<file path="config.mk">
export PLATFORM = sky130hd
export DESIGN_NAME = acia_6850_link
export DESIGN_NICKNAME = d
export VERILOG_FILES = /design/src/rtl/acia_6850_link.sv
export SDC_FILE = /design/constraint.sdc
export NUM_CORES = 1
export LEC_CHECK = 0
export ABC_AREA = 1
export CAP_MARGIN = 10
export CORE_MARGIN = 1
export CORE_UTILIZATION = 53
export DETAILED_ROUTE_END_ITERATION = 6
export PLACE_DENSITY = 0.87
export SYNTH_ARGS = -nofsm -noshare
export SYNTH_HDL_FRONTEND = slang
export SYNTH_SLANG_ARGS = --single-unit
</file>
<file path="constraint.sdc">
create_clock -name mcu_clx2 -period 1.8 [get_ports mcu_clx2]
set_input_delay 0.36 -clock mcu_clx2 [delete_from_list [all_inputs] [get_ports mcu_clx2]]
set_output_delay 0.36 -clock mcu_clx2 [all_outputs]
set_load 0.03 [all_outputs]
</file>
<file path="src/rtl/acia_6850_link.sv">
// rtl/acia_6850_link.sv - 6850-style ACIA link, fixed 8N1 framing, host register port and serial RX/TX.
// Defining ACIA_RX_FIFO_EN replaces the single RDR with an RX_FIFO_DEPTH-entry receive FIFO.
module acia_6850_link #(
  parameter int RX_FIFO_DEPTH = 4
) (
  input  logic       mcu_clx2,
  input  logic       mcu_rst_n,
  input  logic       baud_en,
  input  logic       cpu_sel,
  input  logic       cpu_rs,
  input  logic       cpu_rw,
  input  logic [7:0] cpu_din,
  output logic [7:0] cpu_dout,
  output logic       irq_n,
  input  logic       rxd,
  output logic       txd
);
  typedef enum logic [1:0] {R_IDLE, R_START, R_DATA, R_STOP} rx_state_e;
  typedef enum logic [1:0] {T_IDLE, T_START, T_DATA, T_STOP} tx_state_e;

  rx_state_e  rx_st_q, rx_st_d;
  tx_state_e  tx_st_q, tx_st_d;
  logic [7:0] cr_q, cr_d, tdr_q, tdr_d, tx_sh_q, tx_sh_d, rx_sh_q, rx_sh_d;
  logic [5:0] rx_cnt_q, rx_cnt_d, tx_cnt_q, tx_cnt_d;
  logic [2:0] rx_bit_q, rx_bit_d, tx_bit_q, tx_bit_d;
  logic       rx_s1_q, rx_s2_q, rx_s3_q;
  logic       tdre_q, tdre_d, txd_q, txd_d, fe_q, fe_d, ovrn_q, ovrn_d, last_stat_q, last_stat_d;
  logic       rx_done, rx_chk, tx_load, rx_full, rx_avail, irq;
  logic [7:0] rx_head;
  logic       n_is_one;
  logic [5:0] n_m1, half_m1;

  logic cr_wr, td_wr, stat_rd, data_rd, blk_rst;
  assign cr_wr   = cpu_sel & ~cpu_rs & ~cpu_rw;
  assign stat_rd = cpu_sel & ~cpu_rs &  cpu_rw;
  assign td_wr   = cpu_sel &  cpu_rs & ~cpu_rw;
  assign data_rd = cpu_sel &  cpu_rs &  cpu_rw;
  // Master reset holds everything but CR cleared, including on the edge that writes it.
  assign blk_rst = (cr_q[1:0] == 2'b11) | (cr_wr & (cpu_din[1:0] == 2'b11));
  assign cr_d        = cr_wr ? cpu_din : cr_q;
  assign last_stat_d = cpu_sel ? stat_rd : last_stat_q;

  always_comb begin
    n_is_one = 1'b0;
    n_m1     = 6'd15;
    half_m1  = 6'd7;
    case (cr_q[1:0])
      2'b00:   begin n_is_one = 1'b1; n_m1 = 6'd0; half_m1 = 6'd0; end
      2'b10:   begin n_m1 = 6'd63; half_m1 = 6'd31; end
      default: ;
    endcase
  end

  always_comb begin
    rx_st_d  = rx_st_q;
    rx_cnt_d = rx_cnt_q;
    rx_bit_d = rx_bit_q;
    rx_sh_d  = rx_sh_q;
    rx_done  = 1'b0;
    rx_chk   = 1'b0;
    case (rx_st_q)
      R_IDLE: if (rx_s3_q & ~rx_s2_q) begin rx_st_d = R_START; rx_cnt_d = '0; end
      R_START: begin
        if (n_is_one) rx_chk = 1'b1;
        else if (baud_en) begin
          if (rx_cnt_q == half_m1) rx_chk = 1'b1;
          else rx_cnt_d = rx_cnt_q + 6'd1;
        end
        if (rx_chk) begin
          rx_st_d  = rx_s2_q ? R_IDLE : R_DATA;
          rx_cnt_d = '0;
          rx_bit_d = '0;
        end
      end
      R_DATA: if (baud_en) begin
        if (rx_cnt_q == n_m1) begin
          rx_cnt_d = '0;
          rx_sh_d  = {rx_s2_q, rx_sh_q[7:1]};
          rx_bit_d = rx_bit_q + 3'd1;
          if (rx_bit_q == 3'd7) rx_st_d = R_STOP;
        end else rx_cnt_d = rx_cnt_q + 6'd1;
      end
      R_STOP: if (baud_en) begin
        if (rx_cnt_q == n_m1) begin
          rx_done  = 1'b1;
          rx_st_d  = R_IDLE;
          rx_cnt_d = '0;
        end else rx_cnt_d = rx_cnt_q + 6'd1;
      end
      default: rx_st_d = R_IDLE;
    endcase
    if (blk_rst) begin
      rx_st_d  = R_IDLE;
      rx_cnt_d = '0;
      rx_bit_d = '0;
      rx_done  = 1'b0;
    end
  end

  always_comb begin
    tx_st_d  = tx_st_q;
    tx_cnt_d = tx_cnt_q;
    tx_bit_d = tx_bit_q;
    tx_sh_d  = tx_sh_q;
    txd_d    = txd_q;
    tdr_d    = tdr_q;
    tdre_d   = tdre_q;
    tx_load  = 1'b0;
    case (tx_st_q)
      T_IDLE: begin txd_d = 1'b1; tx_load = ~tdre_q; end
      T_START: if (baud_en) begin
        if (tx_cnt_q == n_m1) begin
          tx_cnt_d = '0;
          tx_bit_d = '0;
          txd_d    = tx_sh_q[0];
          tx_st_d  = T_DATA;
        end else tx_cnt_d = tx_cnt_q + 6'd1;
      end
      T_DATA: if (baud_en) begin
        if (tx_cnt_q == n_m1) begin
          tx_cnt_d = '0;
          if (tx_bit_q == 3'd7) begin
            tx_st_d = T_STOP;
            txd_d   = 1'b1;
          end else begin
            tx_bit_d = tx_bit_q + 3'd1;
            tx_sh_d  = {1'b0, tx_sh_q[7:1]};
            txd_d    = tx_sh_q[1];
          end
        end else tx_cnt_d = tx_cnt_q + 6'd1;
      end
      T_STOP: if (baud_en) begin
        if (tx_cnt_q == n_m1) begin
          if (tdre_q) tx_st_d = T_IDLE;
          else tx_load = 1'b1;
        end else tx_cnt_d = tx_cnt_q + 6'd1;
      end
      default: tx_st_d = T_IDLE;
    endcase
    // A held TDR write chains straight from the stop bit into the next start bit.
    if (tx_load) begin
      tx_sh_d  = tdr_q;
      tdre_d   = 1'b1;
      txd_d    = 1'b0;
      tx_cnt_d = '0;
      tx_st_d  = T_START;
    end
    if (td_wr) begin tdr_d = cpu_din; tdre_d = 1'b0; end
    if (blk_rst) begin
      tx_st_d  = T_IDLE;
      tx_cnt_d = '0;
      tx_bit_d = '0;
      txd_d    = 1'b1;
      tdr_d    = '0;
      tdre_d   = 1'b1;
    end
  end

  always_comb begin
    fe_d = fe_q;
    if (data_rd) fe_d = 1'b0;
    if (rx_done & ~rx_s2_q) fe_d = 1'b1;
    ovrn_d = ovrn_q;
    if (data_rd & last_stat_q) ovrn_d = 1'b0;
    if (rx_done & rx_full) ovrn_d = 1'b1;
    if (blk_rst) begin fe_d = 1'b0; ovrn_d = 1'b0; end
  end

`ifdef ACIA_RX_FIFO_EN
  localparam int AW = (RX_FIFO_DEPTH > 1) ? $clog2(RX_FIFO_DEPTH) : 1;
  localparam logic [AW:0]   DEPTH_C = (AW+1)'(RX_FIFO_DEPTH);
  localparam logic [AW:0]   CNT_ONE = (AW+1)'(1);
  localparam logic [AW-1:0] PTR_ONE = AW'(1);
  logic [7:0]    fifo_q [RX_FIFO_DEPTH];
  logic [AW-1:0] wp_q, wp_d, rp_q, rp_d;
  logic [AW:0]   cnt_q, cnt_d;
  logic [7:0]    rdr_q, rdr_d;
  logic          push, pop;

  assign rx_full  = (cnt_q == DEPTH_C);
  assign rx_avail = (cnt_q != '0);
  assign rx_head  = rx_avail ? fifo_q[rp_q] : rdr_q;
  assign push     = rx_done & ~rx_full;
  assign pop      = data_rd & rx_avail;

  always_comb begin
    wp_d  = push ? wp_q + PTR_ONE : wp_q;
    rp_d  = pop ? rp_q + PTR_ONE : rp_q;
    rdr_d = pop ? fifo_q[rp_q] : rdr_q;
    cnt_d = cnt_q;
    if (push & ~pop) cnt_d = cnt_q + CNT_ONE;
    if (pop & ~push) cnt_d = cnt_q - CNT_ONE;
    if (blk_rst) begin wp_d = '0; rp_d = '0; cnt_d = '0; rdr_d = '0; end
  end

  always_ff @(posedge mcu_clx2) if (push) fifo_q[wp_q] <= rx_sh_q;

  always_ff @(posedge mcu_clx2 or negedge mcu_rst_n) begin
    if (!mcu_rst_n) begin
      wp_q <= '0; rp_q <= '0; cnt_q <= '0; rdr_q <= '0;
    end else begin
      wp_q <= wp_d; rp_q <= rp_d; cnt_q <= cnt_d; rdr_q <= rdr_d;
    end
  end
`else
  logic       rdrf_q, rdrf_d;
  logic [7:0] rdr_q, rdr_d;

  assign rx_full  = rdrf_q;
  assign rx_avail = rdrf_q;
  assign rx_head  = rdr_q;

  always_comb begin
    rdrf_d = rdrf_q;
    rdr_d  = rdr_q;
    if (data_rd) rdrf_d = 1'b0;
    if (rx_done & ~rdrf_q) begin rdrf_d = 1'b1; rdr_d = rx_sh_q; end
    if (blk_rst) begin rdrf_d = 1'b0; rdr_d = '0; end
  end

  always_ff @(posedge mcu_clx2 or negedge mcu_rst_n) begin
    if (!mcu_rst_n) begin rdrf_q <= 1'b0; rdr_q <= '0; end
    else begin rdrf_q <= rdrf_d; rdr_q <= rdr_d; end
  end
`endif

  always_ff @(posedge mcu_clx2 or negedge mcu_rst_n) begin
    if (!mcu_rst_n) begin
      cr_q <= 8'h03; last_stat_q <= 1'b0;
      rx_s1_q <= 1'b1; rx_s2_q <= 1'b1; rx_s3_q <= 1'b1;
      rx_st_q <= R_IDLE; rx_cnt_q <= '0; rx_bit_q <= '0; rx_sh_q <= '0;
      tx_st_q <= T_IDLE; tx_cnt_q <= '0; tx_bit_q <= '0; tx_sh_q <= '0;
      tdr_q <= '0; tdre_q <= 1'b1; txd_q <= 1'b1; fe_q <= 1'b0; ovrn_q <= 1'b0;
    end else begin
      cr_q <= cr_d; last_stat_q <= last_stat_d;
      rx_s1_q <= rxd; rx_s2_q <= rx_s1_q; rx_s3_q <= rx_s2_q;
      rx_st_q <= rx_st_d; rx_cnt_q <= rx_cnt_d; rx_bit_q <= rx_bit_d; rx_sh_q <= rx_sh_d;
      tx_st_q <= tx_st_d; tx_cnt_q <= tx_cnt_d; tx_bit_q <= tx_bit_d; tx_sh_q <= tx_sh_d;
      tdr_q <= tdr_d; tdre_q <= tdre_d; txd_q <= txd_d; fe_q <= fe_d; ovrn_q <= ovrn_d;
    end
  end

  assign irq      = (cr_q[7] & (rx_avail | ovrn_q)) | ((cr_q[6:5] == 2'b01) & tdre_q);
  assign irq_n    = ~irq;
  assign cpu_dout = cpu_rs ? rx_head : {irq, 1'b0, ovrn_q, fe_q, 2'b00, tdre_q, rx_avail};
  assign txd      = txd_q;
endmodule

</file>
==> results of run 1 <==
[Yosys cell counts, types with 2 or more instances]
cell,count
sky130_fd_sc_hd__o21ai_2,7
sky130_fd_sc_hd__buf_2,3
sky130_fd_sc_hd__nor3_1,9
sky130_fd_sc_hd__xnor2_1,3
sky130_fd_sc_hd__inv_2,7
sky130_fd_sc_hd__nand2_2,5
sky130_fd_sc_hd__dfstp_2,7
sky130_fd_sc_hd__o21ai_0,22
sky130_fd_sc_hd__nor2_1,36
sky130_fd_sc_hd__nand3_2,3
sky130_fd_sc_hd__o22ai_1,9
sky130_fd_sc_hd__buf_6,3
sky130_fd_sc_hd__dfrtp_1,61
sky130_fd_sc_hd__o31ai_1,2
sky130_fd_sc_hd__o21ai_1,22
sky130_fd_sc_hd__nand4_1,5
sky130_fd_sc_hd__inv_1,63
sky130_fd_sc_hd__nor2_2,4
sky130_fd_sc_hd__a31oi_1,4
sky130_fd_sc_hd__xor2_1,5
sky130_fd_sc_hd__ha_1,11
sky130_fd_sc_hd__nand3_1,36
sky130_fd_sc_hd__nand2_1,110
sky130_fd_sc_hd__a22oi_1,2
sky130_fd_sc_hd__a21oi_2,3
sky130_fd_sc_hd__a21oi_1,4
sky130_fd_sc_hd__nand2_4,4
[sequential cells by signal (all words and copies together), names as in the netlist]
register	cells
tdr_q	8
ovrn_q	1
rx_sh_q	8
rx_st_q	2
tdre_q	1
rx_cnt_q	6
rdrf_q	1
tx_st_q	2
rdr_q	8
rx_s2_q	1
rx_bit_q	3
txd	1
cr_q	5
tx_cnt_q	6
last_stat_q	1
fe_q	1
tx_bit_q	3
rx_s3_q	1
tx_sh_q	8
rx_s1_q	1
[final cells by class]
type                    count  area, µm²
inverters                  71        289
clock inverters             7       52.6
repair buffers             85        721
well taps                  96        120
multi-input cells         316       2040
clock buffers               9        124
flip-flops and latches     68       1710
fillers                   407       1740
[power by group]
group	switching (µW)	total, µW	leakage, µW	internal [µW]
Combinational	2020	3310	0.00153	1290
Clock	653	1160	0.0000896	506
Sequential	300	2190	0.000873	1890
Total	2970	6660	0.00249	3690
[cells in the final DEF, fill, tap and decap left out, types with 7 or more instances in the layout]
cell type	netlist	routed
sky130_fd_sc_hd__o21ai_2	7	10
sky130_fd_sc_hd__ha_1	11	10
sky130_fd_sc_hd__nand2_2	5	19
sky130_fd_sc_hd__clkdlybuf4s50_1	0	10
sky130_fd_sc_hd__inv_1	63	58
sky130_fd_sc_hd__inv_2	7	7
sky130_fd_sc_hd__nor2_4	1	7
sky130_fd_sc_hd__buf_4	1	62
sky130_fd_sc_hd__nor3_1	9	8
sky130_fd_sc_hd__clkbuf_8	0	9
sky130_fd_sc_hd__nand2_4	4	12
sky130_fd_sc_hd__nor2_2	4	7
sky130_fd_sc_hd__dfstp_2	7	7
sky130_fd_sc_hd__dfrtp_1	61	61
sky130_fd_sc_hd__o21ai_1	22	23
sky130_fd_sc_hd__nor2_1	36	27
sky130_fd_sc_hd__nand3_1	36	29
sky130_fd_sc_hd__nand2_1	110	88
sky130_fd_sc_hd__o21ai_0	22	18
[through the flow]
step,total power [µW],worst slack [ps],util
after floorplan,3790,26.9,-
after global placement,4350,-243,0.630
after detailed placement,4470,-365,0.630
after CTS,6010,-77.8,0.697
after global routing,7040,-270,0.745
final,6660,-218,0.745
[metal layers]
| layer | global-route usage | vias to the layer above |
|---|---|---|
| met4 | 0.126 | 0 |
| li1 | - | 1682 |
| met1 | 0.337 | 1795 |
| met2 | 0.474 | 218 |
| met5 | 0 | - |
| met3 | 0.0722 | 78 |
[worst max-delay path, stage by stage (launching register included)]
cell and delay (ps):
sky130_fd_sc_hd__dfstp_2 580, sky130_fd_sc_hd__inv_2 70, sky130_fd_sc_hd__nor2_4 130, sky130_fd_sc_hd__nor2_4 50, sky130_fd_sc_hd__nor3b_4 250, sky130_fd_sc_hd__nand2_2 120
sky130_fd_sc_hd__buf_4 170, sky130_fd_sc_hd__nand3_4 80, sky130_fd_sc_hd__nand4_1 200, sky130_fd_sc_hd__nand2_1 150, sky130_fd_sc_hd__o21ai_1 90
[cell families (layout without fill, tap and decap cells)]
family / count (synthesis) / in the layout
flip-flops: 68 / 68
buffers and inverters: 79 / 172
XOR/XNOR: 8 / 8
multiplexers: 1 / 1
adder cells (fa/ha/maj): 11 / 11
AO/OA/AOI/OAI: 78 / 78
AND/OR/NAND/NOR: 215 / 218
[how the worst max path moves through the flow]
stage,from,end,slack (ps),depth (start not counted)
6_report,cr_q[1],rx_st_q[0],-220,10
5_1_grt,cr_q[1],rx_st_q[0],-270,10
4_1_cts,cr_q[1],rdr_q[0],-80,11
3_5_place_dp,cpu_sel,tx_cnt_q[2],-360,13
3_3_place_gp,cpu_sel,tx_cnt_q[2],-240,13
2_1_floorplan,cpu_rs,cpu_dout[4],30,3
[timing repair]
action | in CTS | in global routing
resized for setup | 45 | 58
pin swaps | 17 | 18
setup buffers | 14 | 11
cloned | 2 | 1
setup endpoints to repair | 51 | 56
==> parameters.txt, run 1 <==
Parameter                              Value

Run status
  Run status ... finished, violations left
  Violated checks ... hold timing, setup timing

Global route
  Global routing usage summed across all routing layers ... 0.280
  Maximum number of pins on one net before global-route repair ... 69
  Initial antenna violation count ... 0
  Number of global-route vias before repair ... ~3500
  Gr ovfl total ... 0
  Wire length of the first global-routing pass ... 15900 µm

Synthesis
  Asr flop ratio synth ... 1.00
  Compound-cell area share of the yosys netlist ... 0.126
  XOR/XNOR share of the synthesized area ... 0.0189
  Area share of the largest cell type after synthesis ... 0.411
  Yosys warns ... 0
  Synthesized area ... 3710 µm²
  Count of cell types in the netlist ... 37
  FF+latch count, synth ... 68
  EDFF count, synth ... 0
  Post-synthesis simple-gate area fraction ... 0.264
  Synthesized netlist cell count ... 460
  Synth Net Count ... roughly 490
  Combinational family with the most area after synthesis ... simple AND/OR/NAND/NOR gates
  Sequential share of the synthesized area ... 0.461
  Average size of a mapped cell ... around 8.1 µm²
  Adder and majority cell fraction of the synthesized area ... 0.0371
  Leading register cell type out of synthesis ... sky130_fd_sc_hd__dfrtp_1
  Portion of netlist area occupied by mux cells ... 0.00405
  Top area cells in the synthesized netlist ... sky130_fd_sc_hd__dfrtp_1 (41%), sky130_fd_sc_hd__nand2_1 (11%), sky130_fd_sc_hd__inv_1 (6.4%), sky130_fd_sc_hd__dfstp_2 (5.0%), sky130_fd_sc_hd__nand3_1 (4.9%)
  Area leader, netlist ... sky130_fd_sc_hd__dfrtp_1

Drt
  Drt drc ... 0
  Average wire per cell in the routed design ... ~17 µm
  DRT Wirelength ... around 11000 µm
  Detailed router's first-iteration violation count ... 380
  Count of TritonRoute iterations in the first routing pass ... 5
  Wire length on met1 ... 4130 µm
  Met3 wire length ... 778 µm
  Highest signal layer in the routed design ... met4
  Length of routed met2 wiring ... about 5600 µm
  Vias post-DR ... 3773
  Antenna Violating Nets Remaining ... 0
  Post-detailed-route via-to-cell ratio ... 5.79

Place
  Placer congestion estimate ... 0.898
  DP HPWL ... 5930 µm
  # placed instances ... 608
  Total cell area at the placement stage ... 4280 µm²
  Port Buffer Count ... 24

Critical path
  Depth of the worst register-to-register path ... 10
  Worst setup SP type ... flip-flop
  Worst EP arrival ... 2250 ps
  Largest fanout on the critical path ... 4
  Reg-to-Reg Start ... cr_q[1]
  Sort of element at the end of the critical path ... flip-flop
  Worst EP required ... 2040 ps
  Minimum setup slack among reg-to-reg paths ... -220 ps
  Reg-to-Reg End ... rx_st_q[0]
  Setup Crit Path Kind ... reg2reg

Clock network
  Max H-tree Level ... 3
  Hold buffer count at cts ... 0
  Clock buffer count from CTS ... 9
  Clock sink count ... 68
  Clock edge transition at the registers on the reported setup and hold paths ... 80 ps
  Root Driver ... sky130_fd_sc_hd__clkbuf_8
  Clock latency of the later-clocked register in the worst-skew pair ... roughly 360 ps
  CTS max path bufs ... 2
  CTS tree ... yes

Timing
  Worst Max-Slew Pin Slew ... about 370 ps
  Unrepaired setup endpoints after global routing ... true
  Least setup slack across all paths after layout ... -218 ps
  Min Tclk post-route ... between 2000 and 2500 ps
  Number of hold-slack violations in the final timing report ... 3
  Final worst hold slack ... -0.0814 ps
  Final Skew ... 10.6 ps
  Worst-case headroom to the max-slew limit ... 0.750
  Post-route clock period utilization ... 1.12
  Number of max-slew violations in the final report ... 0
  Highest clock rate ... 0.495 GHz
  Final-report setup violation count ... 47
  Total Negative Setup Slacks ... -4390 ps

Floorplanning
  Height of the die ... 85.7 µm
  Floorplan die width ... 85.7 µm
  Die Outline Area ... about 7300 µm²
  Initial Util ... 0.546
  Cell Rows ... 30
  Number of ports placed on the die boundary ... 25
  Area of the placeable core ... 6790 µm²

Flow run
  Max Cap Viol ... 0

Final layout
  Antenna Diode Count ... 0
  Post-layout net count ... 577
  Layout area overhead ... 36.4%
  Fraction of layout cells with a size suffix above 1 ... 0.344
  Post-Layout Inst Area ... 5060 µm²
  Final std cells w/o fill ... 652

Power
  Total power density per cell area ... 1320 nW/µm²
  Leakage ... 0.00249 µW
  Maximum VDD drop ... 710 µV

Worst hold path
  Min-delay worst type ... in2async
Power figures use the tool's default switching activity.
==> run 2, diff against run 1 <==
--- a/config.mk
+++ b/config.mk
@@ -8,9 +8,10 @@
 export ABC_AREA = 1
 export CAP_MARGIN = 10
 export CORE_MARGIN = 1
-export CORE_UTILIZATION = 53
+export CORE_UTILIZATION = 38
+export CTS_CLUSTER_DIAMETER = 50
 export DETAILED_ROUTE_END_ITERATION = 6
-export PLACE_DENSITY = 0.87
+export PLACE_DENSITY = 0.69
 export SYNTH_ARGS = -nofsm -noshare
 export SYNTH_HDL_FRONTEND = slang
 export SYNTH_SLANG_ARGS = --single-unit
==> parameters.txt, run 2 (synthesized netlist as in run 1, its figures left out) <==
Parameter                              Value

Run status
  Run status ... finished, violations left (unchanged)
  Violated checks ... hold timing, setup timing (unchanged)

Critical path
  Number of buffers and inverters on the critical path ... 5 (was 2)
  Worst EP arrival ... 2230 ps (was 2250 ps)
  Sort of element at the end of the critical path ... flip-flop (unchanged)
  Most Frequent Cell on Critical Path ... sky130_fd_sc_hd__buf_4 (was sky130_fd_sc_hd__nor2_4)
  Worst setup SP type ... flip-flop (unchanged)
  Worst EP required ... 2040 ps (about the same)
  Max incr delay on CP ... 600 ps (was 580 ps)
  Setup Crit Path Kind ... reg2reg (unchanged)
  Worst-path cell chain ... buf_4 -> nand2_4 -> nand2_1 -> nand2_2 -> buf_4 -> nand2_4 -> inv_2 -> buf_4 -> o22ai_2 -> inv_1 -> nor2_1 -> nor2_2 -> nand3_1 -> nand2_1 (was inv_2 -> nor2_4 -> nor2_4 -> nor3b_4 -> nand2_2 -> buf_4 -> nand3_4 -> nand4_1 -> nand2_1 -> o21ai_1)
  Largest fanout on the critical path ... 6 (was 4)
  Crit path from ... cr_q[1] (unchanged)
  Reg-to-Reg Start ... cr_q[1] (unchanged)
  Crit-path leading delay family ... simple AND/OR/NAND/NOR gates (unchanged)
  Worst path slowest cell ... sky130_fd_sc_hd__dfstp_2 (unchanged)

Timing
  Total Negative Setup Slacks ... -3370 ps (was -4390 ps)
  Worst Max-Slew Pin Slew ... 414 ps (was 375 ps)
  Highest clock rate ... 0.502 GHz (was 0.495 GHz)
  Number of max-slew violations in the final report ... 0 (unchanged)
  Unrepaired setup endpoints after global routing ... true (unchanged)
  Post-route clock period utilization ... 1.11 (was 1.12)
  Final worst hold slack ... -4.59 ps (was -0.0814 ps)
  Worst-case headroom to the max-slew limit ... 0.722 (was 0.750)
  Min Tclk post-route ... 1990 ps (was 2020 ps)
  Number of hold-slack violations in the final timing report ... 3 (unchanged)
  Final-report setup violation count ... 45 (was 47)
  Least setup slack across all paths after layout ... -192 ps (was -218 ps)
  Final Skew ... 10.6 ps (about the same)

Global route
  Maximum number of pins on one net before global-route repair ... 69 (unchanged)
  Initial antenna violation count ... 0 (unchanged)
  Global routing usage summed across all routing layers ... 0.194 (was 0.280)
  Wire length of the first global-routing pass ... 15400 µm (was 15900 µm)
  Number of global-route vias before repair ... 3382 (was 3530)
  Gr ovfl total ... 0 (unchanged)

Drt
  Average wire per cell in the routed design ... 14.2 µm (was 17.1 µm)
  Detailed router's first-iteration violation count ... 207 (was 380)
  Post-detailed-route via-to-cell ratio ... 5.08 (was 5.79)
  Count of TritonRoute iterations in the first routing pass ... 4 (was 5)
  Wire length on met1 ... 4030 µm (was 4130 µm)
  Length of routed met2 wiring ... 4980 µm (was 5640 µm)
  Highest signal layer in the routed design ... met4 (unchanged)
  Antenna Violating Nets Remaining ... 0 (unchanged)
  Drt drc ... 0 (unchanged)
  DRT Wirelength ... 9730 µm (was 11200 µm)
  Met3 wire length ... 484 µm (was 778 µm)
  Vias post-DR ... 3472 (was 3773)

Clock network
  CTS max path bufs ... 2 (unchanged)
  CTS tree ... yes (unchanged)
  Clock sink count ... 68 (unchanged)
  Clock latency of the later-clocked register in the worst-skew pair ... 350 ps (was 360 ps)
  Clock buffer count from CTS ... 9 (unchanged)
  Clock edge transition at the registers on the reported setup and hold paths ... 80 ps (about the same)
  Root Driver ... sky130_fd_sc_hd__clkbuf_8 (unchanged)
  Max H-tree Level ... 3 (unchanged)

Final layout
  Most common library cell in the layout ignoring fill and taps ... sky130_fd_sc_hd__nand2_1 (unchanged)
  Post-layout net count ... 576 (was 577)
  Combined area of the multi-input logic cells ... 2090 µm² (was 2040 µm²)
  Filler cell count in the final layout ... 797 (was 407)
  Final std cells w/o fill ... 684 (was 652)
  Seq. cell area ... 1710 µm² (unchanged)
  Antenna Diode Count ... 0 (unchanged)
  Layout area overhead ... 39.8% (was 36.4%)
  Fraction of layout cells with a size suffix above 1 ... 0.346 (was 0.344)
  Commonest cells after routing, fill and taps aside ... sky130_fd_sc_hd__nand2_1 (100), sky130_fd_sc_hd__dfrtp_1 (61), sky130_fd_sc_hd__inv_1 (59) (was sky130_fd_sc_hd__nand2_1 (88), sky130_fd_sc_hd__buf_4 (62), sky130_fd_sc_hd__dfrtp_1 (61))

Floorplanning
  Area of the placeable core ... 9330 µm² (was 6790 µm²)
  Die Outline Area ... 10200 µm² (was 7340 µm²)
  Cell Rows ... 35 (was 30)
  Initial Util ... 0.398 (was 0.546)
  Height of the die ... 101 µm (was 85.7 µm)
  Number of ports placed on the die boundary ... 25 (unchanged)
  Floorplan die width ... 101 µm (was 85.7 µm)

Worst hold path
  Min-delay worst type ... in2async (unchanged)

Flow run
  Max Cap Viol ... 0 (unchanged)

Power
  Leakage ... 0.00252 µW (was 0.00249 µW)
  Maximum VDD drop ... 532 µV (was 710 µV)
  Total power density per cell area ... 1330 nW/µm² (was 1320 nW/µm²)
  Final Power ... 6890 µW (was 6660 µW)

Place
  Port Buffer Count ... 24 (unchanged)
  DP HPWL ... 6060 µm (was 5930 µm)
  # placed instances ... 645 (was 608)
  Placer congestion estimate ... 0.917 (was 0.898)
[run 2: worst paths after layout]
| kind | to | slack, ps | cells past startpoint |
|---|---|---|---|
| setup / recovery | tx_st_q[1] | -190 | 14 |
| hold / removal | tdr_q[4] | -5 | 2 |
| setup reg to reg | tx_st_q[1] | -190 | 14 |
| hold reg to reg | rx_s2_q | 360 | 0 |
| max in group asynchronous | rx_s1_q | 1420 | 2 |
| min in group mcu_clx2 | rx_s2_q | 360 | 0 |
[run 2: area by class of cell]
cell class	count	share of cell area
clock inverters	5	0.0113
flip-flops and latches	68	0.330
repair buffers	85	0.141
well taps	129	0.0311
inverters	71	0.0548
clock buffers	11	0.0292
multi-input cells	315	0.402
[run 2: power by group]
group	total (µW)	internal, µW	switching (µW)	leakage [µW]
sequential	2160	1890	271	0.000873
combinational	3400	1380	2020	0.00155
clock	1340	718	621	0.000102
[run 2: per-stage QoR]
stage,utilization,cell area (µm²),hold WS (ps),setup slack [ps]
2_1_floorplan,-,3710,64.4,26.9
5_1_grt,0.556,5180,27.6,-283
4_1_cts,0.512,4770,29.8,-134
6_report,0.556,5180,-4.59,-192
3_5_place_dp,0.465,4340,347,-322
3_3_place_gp,0.465,4340,345,-270
[run 2: timing repair]
action,4_1_cts,5_1_grt
hold buffers,0,0
endpoints found under the setup margin,54,54
resized for setup,37,72
pin swaps,10,19
hold endpoints to repair,0,0
setup buffers,12,9
gates cloned,2,1
[run 2: layer usage]
| layer | vias up | track usage |
|---|---|---|
| met3 | 25 | 0.0458 |
| met4 | 0 | 0.0457 |
| li1 | 1671 | - |
| met1 | 1675 | 0.234 |
| met5 | - | 0 |
| met2 | 101 | 0.351 |
[run 2: worst register-to-register path, cell delays in order (launching register included)]
cell and delay [ps]:
sky130_fd_sc_hd__dfstp_2 600, sky130_fd_sc_hd__buf_4 150, sky130_fd_sc_hd__nand2_4 70, sky130_fd_sc_hd__nand2_1 80
sky130_fd_sc_hd__nand2_2 60, sky130_fd_sc_hd__buf_4 140, sky130_fd_sc_hd__nand2_4 120, sky130_fd_sc_hd__inv_2 80
sky130_fd_sc_hd__buf_4 140, sky130_fd_sc_hd__o22ai_2 110, sky130_fd_sc_hd__inv_1 60, sky130_fd_sc_hd__nor2_1 110
sky130_fd_sc_hd__nor2_2 50, sky130_fd_sc_hd__nand3_1 60, sky130_fd_sc_hd__nand2_1 60
